[config.mk]
export PLATFORM = sky130hd
export DESIGN_NAME = b2b_event_router
export DESIGN_NICKNAME = d
export VERILOG_FILES = /design/src/rtl/b2b_event_router.sv
export SDC_FILE = /design/constraint.sdc
export NUM_CORES = 2
export LEC_CHECK = 0
export ABC_AREA = 1
export CAP_MARGIN = 20
export CORE_AREA = 2 2 504 506
export CTS_CLUSTER_DIAMETER = 120
export DETAILED_ROUTE_END_ITERATION = 10
export DIE_AREA = 0 0 506 508
export PLACE_DENSITY = 0.38
export SLEW_MARGIN = 10
export SYNTH_ARGS = -nofsm -noshare
export SYNTH_HDL_FRONTEND = slang
export SYNTH_SLANG_ARGS = --single-unit
[constraint.sdc]
create_clock -name b2b_clk -period 6.4 [get_ports b2b_clk]
set_input_delay 1.6 -clock b2b_clk [delete_from_list [all_inputs] [get_ports b2b_clk]]
set_output_delay 1.6 -clock b2b_clk [all_outputs]
set_load 0.03 [all_outputs]
[src/rtl/b2b_event_router.sv]
// b2b_event_router: pulls complete events from NUM_CLUSTERS FWFT cluster FIFOs,
// arbitrates round-robin per event, and multicasts each event to the output
// boards selected by the destination mask in the header word.
//
// Ports:
//   b2b_clk, b2b_rst_n        clock, asynchronous active-low reset
//   cluster_data/empty        FWFT head words and empty flags per cluster
//   cluster_req               pop strobe, one-hot or zero (combinational)
//   output_board_event/wren   registered write data / enables per board
//   output_board_almost_full  per-board back-pressure
//   board_id                  constant BOARD_ID
//   stat_events/drops/errors  saturating counters
//
// Optional: define B2B_ROUTER_STATS_EN to build the statistics counters;
// otherwise the stat_* ports are tied to zero.
module b2b_event_router #(
  parameter int unsigned DATA_WIDTH      = 65,
  parameter int unsigned NUM_CLUSTERS    = 4,
  parameter int unsigned NUM_OUTPUTS     = 14,
  parameter int unsigned MASK_LSB        = 0,
  parameter int unsigned MAX_EVENT_WORDS = 1024,
  parameter int unsigned BOARD_ID        = 0
) (
  input  logic                              b2b_clk,
  input  logic                              b2b_rst_n,
  input  logic [NUM_CLUSTERS*DATA_WIDTH-1:0] cluster_data,
  input  logic [NUM_CLUSTERS-1:0]           cluster_empty,
  output logic [NUM_CLUSTERS-1:0]           cluster_req,
  output logic [NUM_OUTPUTS*DATA_WIDTH-1:0] output_board_event,
  output logic [NUM_OUTPUTS-1:0]            output_board_wren,
  input  logic [NUM_OUTPUTS-1:0]            output_board_almost_full,
  output logic [7:0]                        board_id,
  output logic [31:0]                       stat_events,
  output logic [31:0]                       stat_drops,
  output logic [31:0]                       stat_errors
);

  localparam int unsigned CW  = (NUM_CLUSTERS > 1) ? $clog2(NUM_CLUSTERS) : 1;
  localparam int unsigned WCW = $clog2(MAX_EVENT_WORDS + 1);

  typedef enum logic [1:0] {IDLE, STREAM, DROP} state_t;

  state_t                  state_q, state_d;
  logic [CW-1:0]           ptr_q, ptr_d, cur_q, cur_d;
  logic [NUM_OUTPUTS-1:0]  mask_q, mask_d;
  logic [WCW-1:0]          cnt_q, cnt_d;
  logic                    wr_d;
  logic                    inc_events, inc_drops, inc_errors;

  logic [DATA_WIDTH-1:0]   words [NUM_CLUSTERS];
  logic                    grant_vld;
  logic [CW-1:0]           grant_idx, rr_idx, sel, ptr_adv;
  logic [DATA_WIDTH-1:0]   head_c;
  logic                    head_flag;
  logic [NUM_OUTPUTS-1:0]  head_mask;
  logic                    stall;

  assign board_id = 8'(BOARD_ID);

  for (genvar g = 0; g < NUM_CLUSTERS; g++) begin : g_words
    assign words[g] = cluster_data[g*DATA_WIDTH +: DATA_WIDTH];
  end

  // First non-empty cluster at or after ptr, wrapping around
  always_comb begin
    grant_vld = 1'b0;
    grant_idx = '0;
    rr_idx    = '0;
    for (int unsigned i = 0; i < NUM_CLUSTERS; i++) begin
      rr_idx = CW'((32'(ptr_q) + i) % NUM_CLUSTERS);
      if (!grant_vld && !cluster_empty[rr_idx]) begin
        grant_vld = 1'b1;
        grant_idx = rr_idx;
      end
    end
  end

  // Head word of the granted cluster in IDLE, of the owning cluster otherwise
  assign sel       = (state_q == IDLE) ? grant_idx : cur_q;
  assign head_c    = words[sel];
  assign head_flag = head_c[DATA_WIDTH-1];
  assign head_mask = head_c[MASK_LSB +: NUM_OUTPUTS];
  assign stall     = |(output_board_almost_full & mask_q);
  assign ptr_adv   = (cur_q == CW'(NUM_CLUSTERS - 1)) ? '0 : cur_q + CW'(1);

  // State register
  always_ff @(posedge b2b_clk or negedge b2b_rst_n) begin
    if (!b2b_rst_n) begin
      state_q <= IDLE;
      ptr_q   <= '0;
      cur_q   <= '0;
      mask_q  <= '0;
      cnt_q   <= '0;
    end else begin
      state_q <= state_d;
      ptr_q   <= ptr_d;
      cur_q   <= cur_d;
      mask_q  <= mask_d;
      cnt_q   <= cnt_d;
    end
  end

  // Next-state, pop strobes and counter events
  always_comb begin
    state_d     = state_q;
    ptr_d       = ptr_q;
    cur_d       = cur_q;
    mask_d      = mask_q;
    cnt_d       = cnt_q;
    cluster_req = '0;
    wr_d        = 1'b0;
    inc_events  = 1'b0;
    inc_drops   = 1'b0;
    inc_errors  = 1'b0;
    unique case (state_q)
      IDLE: begin
        // reset gate keeps the orphan pop from firing while held in reset
        if (grant_vld && b2b_rst_n) begin
          if (!head_flag) begin
            cluster_req[grant_idx] = 1'b1;
            inc_errors             = 1'b1;
          end else begin
            cur_d = grant_idx;
            cnt_d = '0;
            if (head_mask != '0) begin
              mask_d  = head_mask;
              state_d = STREAM;
            end else begin
              state_d = DROP;
            end
          end
        end
      end
      STREAM, DROP: begin
        if (!cluster_empty[cur_q] && (state_q == DROP || !stall)) begin
          cluster_req[cur_q] = 1'b1;
          wr_d               = (state_q == STREAM);
          cnt_d              = cnt_q + WCW'(1);
          // the header is word 1, so a flagged word after it is the footer
          if (head_flag && cnt_q != '0) begin
            state_d = IDLE;
            ptr_d   = ptr_adv;
            if (state_q == STREAM) inc_events = 1'b1;
            else                   inc_drops  = 1'b1;
          end else if (cnt_q == WCW'(MAX_EVENT_WORDS - 1)) begin
            state_d    = IDLE;
            ptr_d      = ptr_adv;
            inc_errors = 1'b1;
          end
        end
      end
      default: state_d = IDLE;
    endcase
  end

  // Output write port; data on each board holds until its next write
  always_ff @(posedge b2b_clk or negedge b2b_rst_n) begin
    if (!b2b_rst_n) begin
      output_board_wren  <= '0;
      output_board_event <= '0;
    end else begin
      output_board_wren <= wr_d ? mask_q : '0;
      for (int j = 0; j < NUM_OUTPUTS; j++) begin
        if (wr_d && mask_q[j]) output_board_event[j*DATA_WIDTH +: DATA_WIDTH] <= head_c;
      end
    end
  end

`ifdef B2B_ROUTER_STATS_EN
  // Saturating statistics
  always_ff @(posedge b2b_clk or negedge b2b_rst_n) begin
    if (!b2b_rst_n) begin
      stat_events <= '0;
      stat_drops  <= '0;
      stat_errors <= '0;
    end else begin
      if (inc_events && stat_events != '1) stat_events <= stat_events + 32'd1;
      if (inc_drops  && stat_drops  != '1) stat_drops  <= stat_drops  + 32'd1;
      if (inc_errors && stat_errors != '1) stat_errors <= stat_errors + 32'd1;
    end
  end
`else
  logic unused_stats;
  assign unused_stats = ^{inc_events, inc_drops, inc_errors};
  assign stat_events  = '0;
  assign stat_drops   = '0;
  assign stat_errors  = '0;
`endif

endmodule

Yosys cells after proc, flatten, opt, wreduce, memory -nomap -nowiden. Cells that the tools add are included. Widths: inputs -> output; s select.

Add/sub/neg operators: 5. Magnitude comparators: 9. Equality and inequality tests: 8. Mux-type cells: 47. Bitwise operators: 2. Reduce and logical (&&, ||, !) cells: 42.

Operators with widths (number): $bmux 65 s2 (1); $mux 65 (2); $mux 11 (3); $mux 2 (14); $logic_and 1x1->1 (22); $pmux 11 s2 (1); $lt 2x3->1 const B (6); $and 14x14->14 (1); $mux 14 (1); $reduce_bool 14->1 (1); $reduce_or 14->1 (1); $mux 1 (13); $mux 4 (3); $reduce_and 4->1 (3); $add 11x1->11 const B (1); $eq 11x10->1 const B (1); $reduce_bool 11->1 (1); $bmux 1 s2 (5); $pmux 4 s2 (1); $logic_not 1->1 (7); $reduce_and 3->1 (2); $add 2x1->2 const B (2); $add 2x2->2 const B (2); $demux 1 s2 (2); 13 further kinds (17).

Register bits: 955. Logic and storage cells: 133.

Longest topological paths before layout.
Word-level depth: 22. Gate-level depth with buffers: 26.

Worst setup path before layout. OpenSTA, ideal clock, no wires.

Path kind: input to output. From: input cluster_empty[1]. To: output cluster_req[0]. Arrival: 3.463 ns. Path slack: 1.337 ns. Stages: 17. Path buffers: 1. Cells stage by stage: inv_1 > nand2_1 > nand3_1 > nand2_1 > nand3_2 > inv_1 > nand2_1 > nand2_1 > nand3_1 > nand2_1 > buf_2 > nand3_1 > nand2_2 > inv_1 > nor2_1 > nand2_1 > a21oi_1.

Longest elaborated chain between the ends: 19.

RTL lines: start, declared (RTL line 27) `input logic [NUM_CLUSTERS-1:0] cluster_empty,`; branches (longest 18 deep; another with $lt 2x3->1); $pmux 4 s2 (*) (RTL line 115) `unique case (state_q)`; end, declared (RTL line 28) `output logic [NUM_CLUSTERS-1:0] cluster_req,`.

Every way passes the cells marked *. The select of a mux whose other input is x is not followed.

Worst setup path in the final report.
From: input cluster_empty[0]. To: output cluster_req[0].

The elaborated chain is that of the path after synthesis.

==> results.cfg <==
[cts]
cts_tree = built
cts_hold_buf = 0
htree_levels = 3
cts_root_buffer = clkbuf_16
path_clk_slew_ps = 50
cts.sinks = 955
clkLatencyLatePin_ps = 790
post_cts_buffers = 0
cts-resized-gates = 0
numCtsBuffers = 119
cts_max_path_buffers = 3

[routing]
wirelength_mm = 203
ant_nets = 0
drt_first_pass_iters = 5
drc = 0
vias = 32600
drt_iter0_drc = 2553
wl_per_cell_um = 23.9
avgViaCountPerCell = 3.84

[logic_synthesis]
synthCells = 3910
syn_area_sq_mm = 0.0376
ys_warn_count = 0
synth.most_common_cell = nand2_1
synth_top_area_cell = dfrtp_1
synth_edf_count = 0
synthTopCellsByArea = dfrtp_1 (64%), nand2_1 (11%), o21ai_1 (7.1%)
synth_async_sr_flop_share_pct = 100
synth_top_flop_cell = dfrtp_1
seq_area_frac_synth_pct = 63.5
yosysUniqueCellTypes = 39
avgSynthCellArea_sq_um = 9.62
synth_top_cell_area_share_pct = 63.5
ys_ff_latch = 955
synth_common_cells = nand2_1 (1,125), dfrtp_1 (955), o21ai_1 (531)

[power_and_ir_drop]
leakage_uw = 0.0244
peakVddDrop_mv = 0.968
power_per_cell_area_mw_per_mm2 = 657

[global_route]
grt_pass1_vias = 31600
track_usage_pct = 15.2
gr-total-overflow = 0
grt_max_degree = 132
antenna_found_initial = 51
grt_pass1_wl_mm = 273

[sta]
worst_slack_ps = 496
setup_tns_ps = 0
drv_slew = 0
tightest_slew_ps = 1140
rsz0062_at_grt = no
hold_viol = 0
relSlewSlack_pct = 24.1
min_period_ps = 5900
timing.hold.ws_ps = 481
final.period_utilization_pct = 92.2
finalSetupViolations = 0
max_freq_mhz = 169
fin_skew_ps = 62.8

[final_layout]
synthToLayoutAreaGrowth_pct = 52.4
nets = 5306
post-route-cell-area_sq_mm = 0.0573
fill_cells = 27500
layout-drive-gt1-share_pct = 6.89

[placement]
pre_cts_slack_ps = 514
place_area_sq_mm = 0.0531
place_congestion = 0.877
port_buffers = 1207
dpl.hpwl_mm = 143

[hold_path]
min_path_cells = 2
hold_class = flip-flop to flip-flop

[floorplanning]
io_pins = 1312
rows = 185
dieHeight_um = 508
die-area_sq_mm = 0.257
die_x_um = 506
initial_utilization_pct = 14.9
core_sq_mm = 0.252

[worst_setup_path]
critPathCaptureType = primary output
worstPathMaxFanout = 17
cp-endpoint = cluster_req[0]
r2r-start = mask_q[9]$_DFFE_PN0P_
critPathLaunch = cluster_empty[0]
start_kind = primary input
r2r_end = output_board_event[540]$_DFFE_PN0P_
regToRegSetupSlack_ps = 2670
cp_data_arrival_time_ps = 4300
crit_required_ps = 4800
r2r_cells = 14
crit_type = primary input to primary output

[run]
cap_viol_max_count = 0

[outcome]
status = complete, no violations
==> flip-flops by register name, summed over array words and instances (netlist names) <==
register and count:
output_board_event 910, mask_q 14, output_board_wren 14, cnt_q 11
cur_q 2, ptr_q 2, state_q 2
==> how the worst min path moves through the flow <==
stage,slack [ps],startpoint,endpoint
final,480,output_board_event[587]$_DFFE_PN0P_,output_board_event[587]$_DFFE_PN0P_
after global placement,460,output_board_event[263]$_DFFE_PN0P_,output_board_event[263]$_DFFE_PN0P_
after detailed placement,470,output_board_event[603]$_DFFE_PN0P_,output_board_event[603]$_DFFE_PN0P_
after floorplan,460,mask_q[2]$_DFFE_PN0P_,mask_q[2]$_DFFE_PN0P_
after global routing,500,output_board_event[28]$_DFFE_PN0P_,output_board_event[28]$_DFFE_PN0P_
after CTS,490,output_board_event[27]$_DFFE_PN0P_,output_board_event[27]$_DFFE_PN0P_
==> power breakdown <==
| part | internal (uW) | leakage [uW] | switching, uW |
|---|---|---|---|
| combinational | 5610 | 0.00923 | 15800 |
| clock | 4180 | 0.00197 | 2900 |
| sequential | 7930 | 0.0132 | 1180 |
| total | 17700 | 0.0244 | 19900 |
==> layout by cell type (no fill, tap or decap), types with 72 or more instances in the layout <==
cell type        count
o21ai_0            484
nor2_1             119
dfrtp_1            955
clkbuf_16          122
nand3_1             72
o21ai_1            531
clkdlybuf4s50_1   1202
conb_1             104
nand2_1           1109
buf_4               72
==> cell type report <==
cell class / instances / area, sq um / area share [%]
antenna: 19 / 47.5 / 0.0830
inverter: 73 / 279 / 0.487
sequential: 955 / 23900 / 41.7
tap: 3366 / 4210 / 7.35
clock buffer: 177 / 3470 / 6.05
multi-input combinational: 2569 / 11700 / 20.5
clock inverter: 38 / 608 / 1.06
timing repair buffer: 1298 / 13100 / 22.8
==> cell families (layout without fill, tap and decap cells) <==
family	Yosys count	in the layout	synth area share [%]
and+or+nand+nor	1364	1364	14.3
AOI/OAI and AO/OA	1086	1086	15.1
DFF	955	955	63.5
buffers and inverters	489	1586	6.63
adders and majority gates	10	10	0.333
xor gates and xnor gates	5	5	0.116
other	1	123	0.00997
==> per-stage QoR <==
stage / power (uW) / utilization, % / cells
detailed placement: 31200 / 21.1 / 8259
global placement: 31000 / 21.1 / 8258
global route: 39700 / 22.7 / 8480
floorplan: 18700 / - / 4013
CTS: 38500 / 22.7 / 8474
finish: 37600 / 22.7 / 8495
==> routing by layer <==
layer | vias up | share of wire (%) | GRT usage, %
met3 | 296 | 8.4 | 4.73
met5 | - | 0.023 | 0
li1 | 14900 | - | -
met2 | 1506 | 45 | 23.7
met4 | 8 | 4.2 | 6.55
met1 | 15900 | 43 | 19.4
==> critical path: stages <==
cell	delay, ps
clkdlybuf4s50_1	560
inv_1	100
nand2_2	90
nand2_1	60
nand2_1	60
nand2_1	70
nand2_2	90
nand2_1	60
nand2_2	70
nand3_1	90
nand2_1	150
nand2_4	170
nand2_1	110
nand3_1	130
nand2_2	140
inv_1	50
nor2_1	140
nand2_1	70
a21oi_1	310
buf_12	170
Note: power is estimated with default switching activity, not from simulation.
